### src/rtl/sr04_echo_responder.sv
// HC-SR04 sensor stand-in: qualifies trig, waits the burst delay,
// then returns an echo whose width encodes distance_cm.
module sr04_echo_responder #(
  parameter int unsigned CLK_PER_US    = 100,
  parameter int unsigned US_PER_CM     = 58,
  parameter int unsigned TRIG_MIN_US   = 10,
  parameter int unsigned ECHO_DELAY_US = 200,
  parameter int unsigned MIN_CM        = 2,
  parameter int unsigned MAX_CM        = 400,
  parameter int unsigned TIMEOUT_US    = 38000,
  parameter int unsigned HOLDOFF_US    = 60000
) (
  input  logic        clk,
  input  logic        reset_n,
  input  logic        trig,
  input  logic [11:0] distance_cm,
  input  logic        obj_valid,
  output logic        echo,
  output logic        busy,
  output logic        trig_err,
  output logic        done
);

  typedef enum logic [2:0] {
    IDLE, TRIG_HI, BURST, ECHO, HOLDOFF
  } state_e;

  localparam int unsigned TRIG_CYC = TRIG_MIN_US * CLK_PER_US;
  localparam int unsigned TCW = $clog2(TRIG_CYC + 1);
  localparam int unsigned PW =
    (CLK_PER_US > 1) ? $clog2(CLK_PER_US) : 1;

  localparam logic [PW-1:0]  PRESC_MAX = PW'(CLK_PER_US - 1);
  localparam logic [TCW-1:0] TCNT_MAX  = TCW'(TRIG_CYC);
  localparam logic [TCW-1:0] TCNT_OK   = TCW'(TRIG_CYC - 1);
  localparam logic [15:0]    DLY_LAST  = 16'(ECHO_DELAY_US - 1);
  localparam logic [15:0]    HOLD_LAST = 16'(HOLDOFF_US - 1);
  localparam logic [15:0]    TMO_W     = 16'(TIMEOUT_US);
  localparam logic [15:0]    MIN_W     = 16'(MIN_CM * US_PER_CM);
  localparam logic [15:0]    UPC       = 16'(US_PER_CM);
  localparam logic [11:0]    MAX_D     = 12'(MAX_CM);
  localparam logic [11:0]    MIN_D     = 12'(MIN_CM);

  state_e state_q, state_d;

  logic           sync1_q, sync1_d;
  logic           sync2_q, sync2_d;
  logic           sync3_q, sync3_d;
  logic           rise_q, rise_d;
  logic           fall_q, fall_d;
  logic [PW-1:0]  presc_q, presc_d;
  logic [15:0]    us_q, us_d;
  logic [TCW-1:0] tcnt_q, tcnt_d;
  logic [11:0]    dist_q, dist_d;
  logic           obj_q, obj_d;
  logic [15:0]    width_q, width_d;
  logic           echo_q, echo_d;
  logic           busy_q, busy_d;
  logic           err_q, err_d;
  logic           done_q, done_d;

  logic        us_tick;
  logic        timed;
  logic [15:0] us_last;
  logic        us_done;

  assign us_tick = (presc_q == PRESC_MAX);
  assign timed = (state_q == BURST) || (state_q == ECHO)
              || (state_q == HOLDOFF);

  always_comb begin
    us_last = HOLD_LAST;
    unique case (state_q)
      BURST:   us_last = DLY_LAST;
      ECHO:    us_last = width_q - 16'd1;
      default: us_last = HOLD_LAST;
    endcase
  end

  assign us_done = timed && us_tick && (us_q == us_last);

  always_ff @(posedge clk or negedge reset_n) begin
    if (!reset_n) state_q <= IDLE;
    else          state_q <= state_d;
  end

  always_comb begin
    state_d = state_q;
    unique case (state_q)
      IDLE:    if (rise_q) state_d = TRIG_HI;
      TRIG_HI: if (fall_q)
                 state_d = (tcnt_q >= TCNT_OK) ? BURST : IDLE;
      BURST:   if (us_done) state_d = ECHO;
      ECHO:    if (us_done) state_d = HOLDOFF;
      HOLDOFF: if (us_done) state_d = IDLE;
      default: state_d = IDLE;
    endcase
  end

  always_comb begin
    echo_d = (state_d == ECHO);
    busy_d = (state_d == BURST) || (state_d == ECHO)
          || (state_d == HOLDOFF);
    done_d = (state_q == ECHO) && (state_d == HOLDOFF);
    err_d  = (state_q == TRIG_HI) && (state_d == IDLE);
  end

  always_comb begin
    sync1_d = trig;
    sync2_d = sync1_q;
    sync3_d = sync2_q;
    rise_d  = sync2_q & ~sync3_q;
    fall_d  = ~sync2_q & sync3_q;

    // timebase restarts on every state entry
    if (!timed || state_d != state_q) begin
      presc_d = '0;
      us_d    = '0;
    end else begin
      presc_d = us_tick ? '0 : presc_q + PW'(1);
      us_d    = us_tick ? us_q + 16'd1 : us_q;
    end

    tcnt_d = '0;
    if (state_q == TRIG_HI)
      tcnt_d = (tcnt_q == TCNT_MAX) ? tcnt_q : tcnt_q + TCW'(1);

    dist_d = dist_q;
    obj_d  = obj_q;
    if (state_q == TRIG_HI && state_d == BURST) begin
      dist_d = distance_cm;
      obj_d  = obj_valid;
    end

    width_d = width_q;
    if (state_q == BURST) begin
      if (!obj_q || dist_q > MAX_D) width_d = TMO_W;
      else if (dist_q < MIN_D)      width_d = MIN_W;
      else                          width_d = {4'd0, dist_q} * UPC;
    end
  end

  always_ff @(posedge clk or negedge reset_n) begin
    if (!reset_n) begin
      sync1_q <= 1'b0;
      sync2_q <= 1'b0;
      sync3_q <= 1'b0;
      rise_q  <= 1'b0;
      fall_q  <= 1'b0;
      presc_q <= '0;
      us_q    <= '0;
      tcnt_q  <= '0;
      dist_q  <= '0;
      obj_q   <= 1'b0;
      width_q <= '0;
      echo_q  <= 1'b0;
      busy_q  <= 1'b0;
      err_q   <= 1'b0;
      done_q  <= 1'b0;
    end else begin
      sync1_q <= sync1_d;
      sync2_q <= sync2_d;
      sync3_q <= sync3_d;
      rise_q  <= rise_d;
      fall_q  <= fall_d;
      presc_q <= presc_d;
      us_q    <= us_d;
      tcnt_q  <= tcnt_d;
      dist_q  <= dist_d;
      obj_q   <= obj_d;
      width_q <= width_d;
      echo_q  <= echo_d;
      busy_q  <= busy_d;
      err_q   <= err_d;
      done_q  <= done_d;
    end
  end

  assign echo     = echo_q;
  assign busy     = busy_q;
  assign trig_err = err_q;
  assign done     = done_q;

endmodule

### config.mk
export PLATFORM = sky130hd
export DESIGN_NAME = sr04_echo_responder
export DESIGN_NICKNAME = d
export VERILOG_FILES = /design/src/rtl/sr04_echo_responder.sv
export SDC_FILE = /design/constraint.sdc
export NUM_CORES = 1
export LEC_CHECK = 0
export ABC_AREA = 1
export CELL_PAD_IN_SITES_DETAIL_PLACEMENT = 1
export CELL_PAD_IN_SITES_GLOBAL_PLACEMENT = 1
export CORE_MARGIN = 4
export CORE_UTILIZATION = 30
export CTS_CLUSTER_DIAMETER = 30
export CTS_CLUSTER_SIZE = 40
export DETAILED_ROUTE_END_ITERATION = 8
export PLACE_DENSITY_LB_ADDON = 0.1
export SYNTH_ARGS = -nofsm -noshare
export SYNTH_HDL_FRONTEND = slang
export SYNTH_SLANG_ARGS = --single-unit
export TNS_END_PERCENT = 5
### constraint.sdc
create_clock -name clk -period 5.1 [get_ports clk]
set_input_delay 1.02 -clock clk [delete_from_list [all_inputs] [get_ports clk]]
set_output_delay 1.02 -clock clk [all_outputs]
set_load 0.1 [all_outputs]
==> results of run 1 <==
==> Yosys cell counts (all sizes together), types with 2 or more instances <==
| library cell | n | area share, % |
|---|---|---|
| a22oi | 3 | 0.40 |
| and2 | 3 | 0.33 |
| buf | 6 | 1.4 |
| a21oi | 23 | 2.1 |
| nor4 | 2 | 0.22 |
| or2 | 2 | 0.22 |
| fa | 19 | 6.7 |
| ha | 45 | 9.9 |
| dfrtp | 73 | 32 |
| nand2 | 143 | 10 |
| clkbuf | 3 | 0.20 |
| nor2 | 93 | 9.7 |
| nand4 | 13 | 1.4 |
| o21ai | 37 | 3.2 |
| nor3 | 15 | 1.6 |
| xor2 | 17 | 2.6 |
| o22ai | 8 | 0.88 |
| a31oi | 2 | 0.22 |
| xnor2 | 5 | 0.77 |
| inv | 117 | 7.7 |
| nand3 | 71 | 6.8 |
| nand3b | 2 | 0.26 |
==> kinds of logic (layout without fill, tap and decap cells) <==
kind of cell	Yosys count	after routing	synth area share, %
xor gates and xnor gates	22	22	3.380
AOI/OAI and AO/OA	82	82	8.078
DFF	73	73	32.05
and+or+nand+nor	344	344	30.55
adders and majority gates	64	64	16.55
buffers and inverters	127	153	9.394
==> layer usage <==
| metal | up-vias | track usage, % | routed length, µm |
|---|---|---|---|
| met1 | 2180 | 17.74 | 6620 |
| met4 | 0 | 3.276 | 138 |
| met2 | 30 | 23.82 | 6643 |
| met5 | - | 0 | 0 |
| li1 | 2337 | - | - |
| met3 | 8 | 3.052 | 306 |
==> registers in the layout, summed over array words and instances, names as in the netlist, 3 cells and up <==
signal	count
dist_q	12
presc_q	7
state_q	3
tcnt_q	10
us_q	16
width_q	15
==> through the flow <==
| stage | setup WS (ns) | total power [mW] | hold slack (ns) |
|---|---|---|---|
| floorplan | 1.818 | 0.6501 | 0.3312 |
| global placement | 1.589 | 0.6872 | 0.3329 |
| detailed placement | 1.511 | 0.6903 | 0.3396 |
| CTS | 1.481 | 1.389 | 0.3544 |
| global route | 1.084 | 1.419 | 0.3725 |
| finish | 1.528 | 1.352 | 0.3500 |
==> worst max path at each step <==
stage | depth (start not counted) | slack [ns] | start | to
floorplan | 17 | 1.82 | dist_q[2] | width_q[14]
global placement | 17 | 1.59 | dist_q[4] | width_q[14]
detailed placement | 17 | 1.51 | dist_q[4] | width_q[14]
CTS | 17 | 1.48 | dist_q[4] | width_q[14]
global route | 17 | 1.08 | dist_q[4] | width_q[14]
finish | 17 | 1.53 | dist_q[4] | width_q[14]
==> worst max-delay path, stage by stage, from the launching register on <==
cell,delay [ns]
dfrtp_1,0.50
fa_1,0.47
ha_1,0.29
inv_1,0.05
fa_1,0.49
inv_1,0.04
ha_1,0.37
a21oi_1,0.11
o21ai_0,0.15
a21oi_1,0.07
nor2_1,0.13
nor2_1,0.06
o21bai_1,0.20
nand2_1,0.08
a21oi_1,0.16
o21ai_0,0.10
nand3_1,0.07
o21ai_0,0.08
==> layout make-up <==
cell class	count	area [µm²]
flip-flops and latches	73	1827
repair buffers	19	187.7
inverters	118	442.9
clock buffers	10	239.0
fillers	2230	12300
well taps	234	292.8
clock inverters	6	75.07
multi-input cells	512	3338
==> power groups by stage <==
stage	logic, mW	clock network [mW]	registers, mW
floorplan	0.0333	0	0.617
global placement	0.0804	0	0.607
detailed placement	0.0821	0	0.608
CTS	0.0822	0.710	0.597
global route	0.0902	0.730	0.599
finish	0.0796	0.675	0.597
==> cells in the final DEF, fill, tap and decap left out, types with 2 or more instances in the layout <==
master / synthesis / final
or2_2: 2 / 2
nor2_2: 4 / 4
a22oi_1: 3 / 3
xnor2_1: 5 / 5
nand3_2: 4 / 4
o22ai_1: 8 / 8
o21ai_1: 2 / 2
nand2_2: 10 / 10
nor3_1: 12 / 12
nor2_4: 26 / 26
clkbuf_16: 0 / 9
nor3_2: 3 / 3
a31oi_1: 2 / 2
clkdlybuf4s50_1: 0 / 18
a21oi_1: 22 / 22
nand2_1: 132 / 132
fa_1: 19 / 19
dfrtp_1: 73 / 73
and2_1: 3 / 3
inv_1: 113 / 113
inv_2: 4 / 4
o21ai_0: 35 / 35
nand4_1: 13 / 13
nand3_1: 66 / 66
ha_1: 45 / 45
nand3b_1: 2 / 2
clkinv_4: 0 / 2
nor2_1: 63 / 63
xor2_1: 17 / 17
nor4_1: 2 / 2
==> impl_metrics.csv, run 1 <==
group,metric,value,unit
critical_path,reg2reg_from,"dist_q[4]",
global_routing,grt_max_degree,74,
global_routing,grt_pass1_vias,4901,
timing,skew,0.006498,ns
pwr,switchingPower,338.2,µW
drt,drc,0,
status,status,"finished clean",
timing,tns,0,ns
placement,placed_cell_area,6088,µm²
timing,min_period,3.572,ns
drt,dr_total_vias,4555,
placement,gp_congestion,0.7893,
layout,post-route-util,34.23,%
floorplanning,die_w,145.8,µm
cts,numCtsBuffers,9,
cts,clkLatencyLatePin,0.34,ns
critical_path,crit_required,5.30,ns
drt,drtIter0Drc,94,
floorplanning,die-area,21270,µm²
logic_synthesis,avgSynthCellArea,8.006,µm²
logic_synthesis,synth_fp_nets,792,
pwr,intPower,1.014,mW
pwr,peakVddDrop,0.1413,mV
placement,placed_cells,956,
timing,hold_viol,0,
logic_synthesis,synthCells,712,
critical_path,crit_fanout,6,
drt,drt_first_pass_iters,4,
floorplanning,num_io_pins,20,
placement,port_buffers,19,
timing,drv_slew,0,
cts,post-cts-setup-buffer-count,0,
logic_synthesis,ys_types,44,
layout,fin_area,6402,µm²
layout,drive_gt1_share,9.892,%
cts,cts_hold_buf,0,
logic_synthesis,synthesis.area,5700,µm²
critical_path,crit_arrival,3.77,ns
pwr,powerDensity,211.1,nW/µm²
hold_path,worstHoldStart,"sync1_q",
pwr,clkPwrFrac,50.0,%
cts,cts_root_buf,"clkbuf_16",
floorplanning,die_y,145.8,µm
logic_synthesis,ys_warn_count,0,
logic_synthesis,yosysSeqAreaShare,32.05,%
critical_path,reg2regPathDepth,17,
layout,instances_no_fill,972,
global_routing,grt_pass1_wl,24.16,mm
hold_path,hp-class,"reg2reg",
global_routing,antenna_found_initial,0,
cts,clockBufferDepth,2,
critical_path,rr_endpoint,"width_q[14]",
timing,max_freq,279.9,MHz
critical_path,rrSetupSlack,1.53,ns
layout,synthToLayoutAreaGrowth,12.31,%
timing,max-slew-margin-rel,35.45,%
layout,layout.nets,813,
critical_path,crit_type,"reg2reg",
placement,hpwlAfterDp,11.04,mm
floorplanning,num_rows,50,
drt,drt-total-wl,13.71,mm
critical_path,end_kind,"flop",
pwr,p_comb_share,5.9,%
pwr,sequentialPowerShare,44.1,%
timing,finalCritPeriodShare,70.05,%
drt,vias_per_cell,4.686,
logic_synthesis,synth_flop_cell,"dfrtp_1",
drt,ant_nets,0,
logic_synthesis,synth_edf_count,0,
pwr,p_leak,3.019,nW
cts,cts_tree,"built",
logic_synthesis,synth-async-reset-ratio,100.0,%
cts,cts-resized-gates,0,
floorplanning,start_util,30.47,%
flow_run,drv_cap,0,
timing,finalSetupViolCount,0,
hold_path,whs_endpoint,"sync2_q",
cts,cts.htree.levels,3,
logic_synthesis,synth_seq_cells,73,
layout,diodes,0,
cts,clkSlewWorstSetupHoldPaths,0.06,ns
timing,tightestPinTransition,0.9653,ns
critical_path,cp-start-kind,"flop",
hold_path,holdPathStages,0,
timing,rsz0062_at_grt,"false",
drt,wl_per_cell,14.10,µm
global_routing,grt_overflow,0,
cts,cts.sinks,73,
pwr,sw_frac_of_total,25.02,%
global_routing,grt_use_total,13.84,%
floorplanning,fp.coreArea,18710,µm²
No activity file was read; power rests on OpenSTA's default activity.
==> inputs of run 2 (changes only) <==
Clock period 5.1 ns to 3.34 ns, I/O delays scaled along.
==> run 2 against run 1 <==
Design area grew 6.2%. Sequential share of layout area shrank 1.6 points. Combinational power grew 58%. Clock power grew 34%. First-iteration DRC count grew 32%. Clock-buffer cell count is the same. Via count grew 3.5%. Sequential power grew 53%.
==> impl_metrics.csv, run 2 (synthesis gave the netlist of run 1 again) <==
group,metric,value,unit
layout,largest_reg_flops,16,
floorplanning,die_w,145.8,µm
timing,drv_slew,0,
pwr,p_leak,3.197,nW
cts,clkSlewWorstSetupHoldPaths,0.06,ns
timing,finalCritPeriodShare,98.53,%
critical_path,crit_required,3.60,ns
hold_path,holdPathStages,0,
critical_path,rr_endpoint,"width_q[12]",
critical_path,cp-start-kind,"flop",
critical_path,reg2regPathDepth,16,
global_routing,grt_max_degree,74,
flow_run,drv_cap,0,
critical_path,critical_path.max_stage_delay,0.49,ns
timing,max_freq,303.9,MHz
layout,layout.nets,851,
drt,drtIter0Drc,124,
layout,top_regs,"us_q x16, width_q x15, dist_q x12",
critical_path,crit_arrival,3.55,ns
layout,multi_input_comb_area,3468,µm²
hold_path,hp-class,"reg2reg",
critical_path,cpMostUsedCell,"a21oi_2",
pwr,powerDensity,285.4,nW/µm²
layout,regMostFlops,"us_q",
critical_path,cpMaxStageDelayCell,"fa_1",
timing,hold_viol,0,
critical_path,end_kind,"flop",
global_routing,grt_use_total,14.91,%
cts,cts_hold_buf,0,
layout,final_cell_mix,"nand2_1, inv_1, dfrtp_1",
cts,cts_tree,"built",
critical_path,crit_type,"reg2reg",
floorplanning,num_rows,50,
layout,synthToLayoutAreaGrowth,19.23,%
placement,hpwlAfterDp,11.83,mm
floorplanning,die_y,145.8,µm
drt,drt_first_pass_iters,4,
drt,ant_nets,0,
layout,register_area,1833,µm²
hold_path,worstHoldStart,"sync1_q",
floorplanning,num_io_pins,20,
drt,drc,0,
cts,numCtsBuffers,9,
layout,fillCellCount,2271,
floorplanning,start_util,30.47,%
placement,gp_congestion,0.7832,
timing,timing.final.ws_setup,0.04895,ns
global_routing,antenna_found_initial,0,
global_routing,grt_overflow,0,
critical_path,crit_fanout,4,
drt,wl_per_cell,14.72,µm
critical_path,startpoint,"dist_q[4]",
drt,drt-total-wl,14.87,mm
critical_path,path_cells,"fa_1 > ha_1 > inv_1 > fa_1 > inv_1 > ha_4 > a21oi_2 > o21ai_2 > a21oi_2 > nor2_2 > nor2_1 > o21bai_1 > buf_4 > a21oi_2 > o21ai_1 > a22oi_1",
drt,dr_total_vias,4715,
placement,port_buffers,19,
status,status,"finished clean",
cts,cts.sinks,73,
timing,rsz0062_at_grt,"true",
critical_path,reg2reg_from,"dist_q[4]",
timing,max-slew-margin-rel,38.47,%
pwr,peakVddDrop,0.2033,mV
layout,layout_commonest_cell,"nand2_1",
cts,clockBufferDepth,2,
placement,place_ws,-0.1376,ns
timing,skew,0.007848,ns
floorplanning,die-area,21270,µm²
global_routing,grt_pass1_wl,25.93,mm
timing,tightestPinTransition,0.9229,ns
timing,min_period,3.291,ns
timing,hold_slack,0.3522,ns
layout,drive_gt1_share,18.43,%
pwr,p_total,1.940,mW
hold_path,whs_endpoint,"sync2_q",
timing,finalSetupViolCount,0,
layout,diodes,0,
global_routing,grt_pass1_vias,5255,
critical_path,rrSetupSlack,0.05,ns
drt,vias_per_cell,4.668,
cts,cts_root_buf,"clkbuf_16",
cts,cts.htree.levels,3,
floorplanning,fp.coreArea,18710,µm²
cts,clkLatencyLatePin,0.34,ns
run 2: changes by cell type in the layout (fill, tap and decap cells not counted), sizes merged:
cell,before,now
clkinv,3,5
bufinv,1,0
buf,1,43
clkdlybuf4s50,18,14
inv,119,118
run 2: worst max-delay path by stage:
stage                             end  slack (ns)  depth (start not counted)
after floorplan           width_q[14]        0.06                         17
after global placement    width_q[14]       -0.05                         17
after detailed placement  width_q[12]       -0.14                         16
after CTS                 width_q[14]       0.004                         17
after global routing      width_q[14]       -0.18                         17
final                     width_q[12]        0.05                         16
run 2: report_power, final:
group / internal [mW] / switching [mW] / total (mW) / leakage (nW)
clock: 0.505 / 0.397 / 0.903 / 0.133
combinational: 0.0409 / 0.0854 / 0.126 / 2.13
sequential: 0.900 / 0.0109 / 0.911 / 0.937
total: 1.45 / 0.494 / 1.94 / 3.20
run 2: per-layer routing:
metal / share of wire, % / vias up / routed length (µm) / global-route usage, %
li1: - / 2403 / - / -
met1: 45 / 2262 / 6665 / 18.12
met5: 0 / - / 0 / 0
met2: 51 / 37 / 7601 / 26.87
met3: 2.6 / 13 / 382 / 2.678
met4: 1.5 / 0 / 216 / 4.416
run 2: area by class of cell:
| class | instances | share of cell area (%) |
|---|---|---|
| repair buffers | 57 | 7.161 |
| clock buffers | 10 | 3.369 |
| flip-flops and latches | 73 | 26.97 |
| well taps | 234 | 4.308 |
| inverters | 118 | 6.517 |
| clock inverters | 6 | 0.6443 |
| multi-input cells | 512 | 51.03 |
run 2: stage by stage:
stage	instances	util, %	TNS (ns)	cell area [µm²]
final	1010	36.33	0	6797
after global routing	1010	36.33	-0.5118	6797
after CTS	1010	36.04	0	6741
after detailed placement	986	33.77	-0.2807	6316
after global placement	986	33.77	-0.07069	6316
after floorplan	712	-	0	5700
run 2: what timing repair did:
action / 4_1_cts / 5_1_grt
endpoints found under the setup margin: 4 / 17
gates resized for setup: 20 / 19
setup buffers: 8 / 0
pin swaps: 12 / 13
run 2: worst max-delay path: cells and delay by family, from the launching register on:
kind / cells / cell delay, ns
flip-flops: 1 / 0.45
adder cells (fa/ha/maj): 4 / 1.50
AND/OR/NAND/NOR: 2 / 0.15
buffers and inverters: 3 / 0.28
AO/OA/AOI/OAI: 7 / 0.81
==> inputs of run 3 (changes only) <==
Settings changed: CORE_ASPECT_RATIO from default to 0.9.
==> run 3 against run 2 <==
Sequential power down 0.4%. Die area about the same. Maximum frequency down 1.1%. Non-clock buffer count down 1. Clock skew down 0.0013 ns. Register-to-register slack worse by 0.04 ns. Cell count up 0.99%. Critical path type unchanged.
==> impl_metrics.csv, run 3 (synthesis gave the netlist of run 1 again) <==
group,metric,value,unit
critical_path,crit_type,"reg2reg",
placement,gp_congestion,0.8111,
drt,wl_per_cell,15.10,µm
critical_path,end_kind,"flop",
hold_path,holdPathStages,0,
drt,dr_total_vias,4832,
layout,drive_gt1_share,17.81,%
timing,rsz0062_at_grt,"true",
cts,cts_root_buf,"clkbuf_16",
floorplanning,start_util,30.77,%
floorplanning,fp.coreArea,18520,µm²
floorplanning,num_io_pins,20,
layout,instances_no_fill,1020,
critical_path,cp-start-kind,"flop",
drt,ant_nets,0,
floorplanning,die_w,153.3,µm
critical_path,reg2regPathDepth,16,
drt,vias_per_cell,4.737,
placement,hpwlAfterDp,11.96,mm
cts,cts_tree,"built",
hold_path,hp-class,"reg2reg",
cts,clkLatencyLatePin,0.35,ns
floorplanning,num_rows,47,
timing,min_period,3.327,ns
drt,drt-total-wl,15.40,mm
critical_path,rrSetupSlack,0.01,ns
critical_path,cpMaxStageDelayCell,"fa_1",
critical_path,crit_arrival,3.59,ns
layout,regMostFlops,"us_q",
global_routing,grt_max_degree,74,
global_routing,grt_use_total,14.98,%
global_routing,grt_overflow,0,
cts,clkSlewWorstSetupHoldPaths,0.07,ns
critical_path,path_cells,"fa_1 > ha_1 > inv_1 > fa_1 > inv_1 > ha_4 > a21oi_1 > o21ai_2 > a21oi_2 > nor2_2 > nor2_1 > o21bai_1 > buf_4 > a21oi_1 > o21ai_0 > a22oi_1",
placement,port_buffers,19,
drt,drt_first_pass_iters,4,
floorplanning,die-area,21270,µm²
pwr,p_leak,3.208,nW
global_routing,antenna_found_initial,0,
layout,synthToLayoutAreaGrowth,19.58,%
pwr,p_total,2.085,mW
cts,clockBufferDepth,2,
cts,numCtsBuffers,9,
global_routing,grt_pass1_vias,5147,
timing,max-slew-margin-rel,34.43,%
layout,largest_reg_flops,16,
layout,layout.nets,850,
pwr,peakVddDrop,0.2328,mV
timing,drv_slew,0,
placement,placed_cells,997,
drt,drtIter0Drc,156,
floorplanning,die_y,138.8,µm
cts,cts_hold_buf,0,
cts,cts.htree.levels,3,
flow_run,drv_cap,0,
timing,skew,0.006532,ns
drt,drc,0,
layout,top_regs,"us_q x16, width_q x15, dist_q x12",
layout,layout_commonest_cell,"nand2_1",
timing,finalCritPeriodShare,99.61,%
critical_path,crit_fanout,5,
timing,max_freq,300.6,MHz
timing,finalSetupViolCount,0,
critical_path,critical_path.max_stage_delay,0.49,ns
cts,cts.sinks,73,
critical_path,crit_required,3.61,ns
pwr,powerDensity,305.9,nW/µm²
timing,tightestPinTransition,0.9835,ns
layout,final_cell_mix,"nand2_1, inv_1, dfrtp_1",
layout,diodes,0,
global_routing,grt_pass1_wl,26.10,mm
timing,hold_viol,0,
status,status,"finished clean",
==> run 3: cell count changes in the layout (fill, tap and decap cells not counted), moves of 2 or more <==
cell	previous run	this run
a21oi_1	14	17
a21oi_2	9	5
buf_6	3	1
clkinv_2	2	0
inv_1	112	110
inv_2	5	7
inv_6	1	3
nor2_1	59	61
nor2_2	7	5
==> run 3: final cells by class <==
cell class,count,area (µm²)
timing repair buffer,56,471.7
sequential,73,1833
clock buffer,9,225.2
multi-input combinational,512,3453
fill,2235,11710
tap,245,306.5
inverter,118,442.9
clock inverter,7,83.83
==> run 3: timing repair <==
| item | 4_1_cts | 5_1_grt |
|---|---|---|
| buffers inserted | 4 | 3 |
| endpoints found under the setup margin | 4 | 23 |
| resized for setup | 13 | 20 |
| pin swaps | 2 | 15 |
==> run 3: final timing paths <==
| check | startpoint | to |
|---|---|---|
| setup / recovery | dist_q[4] | width_q[12] |
| hold / removal | sync1_q | sync2_q |
| setup reg to reg | dist_q[4] | width_q[12] |
| hold reg to reg | sync1_q | sync2_q |
| max in group asynchronous | reset_n | dist_q[5] |
| min in group asynchronous | reset_n | tcnt_q[2] |
==> run 3: layer usage <==
metal	track usage (%)	vias to the layer above	share of wire, %
met5	0	-	0
met4	2.672	0	0.54
met3	3.058	5	2.2
met2	23.60	29	47
met1	21.59	2395	51
li1	-	2403	-
==> run 3: critical path, delay by kind of cell, from the launching register on <==
family,cells,cell delay [ns]
and+or+nand+nor,2,0.18
buffers and inverters,3,0.26
DFF,1,0.46
AOI/OAI and AO/OA,7,0.85
adders and majority gates,4,1.49
==> run 3: per-stage QoR <==
step / util (%) / setup TNS [ns] / hold WS [ns] / setup slack (ns) / instance area (µm²)
final: 36.80 / 0 / 0.3665 / 0.01306 / 6817
after global routing: 36.80 / -0.8482 / 0.3772 / -0.2198 / 6817
after CTS: 36.36 / -0.07602 / 0.3765 / -0.03967 / 6735
after detailed placement: 34.17 / -0.4787 / 0.3615 / -0.1980 / 6330
after global placement: 34.17 / -0.1726 / 0.3697 / -0.09708 / 6330
after floorplan: - / 0 / 0.3312 / 0.05838 / 5700
==> run 3: power breakdown <==
part	switching, mW	leakage (nW)	internal (mW)
Sequential	0.00845	0.937	0.899
Combinational	0.0898	2.12	0.0440
Clock	0.450	0.149	0.594
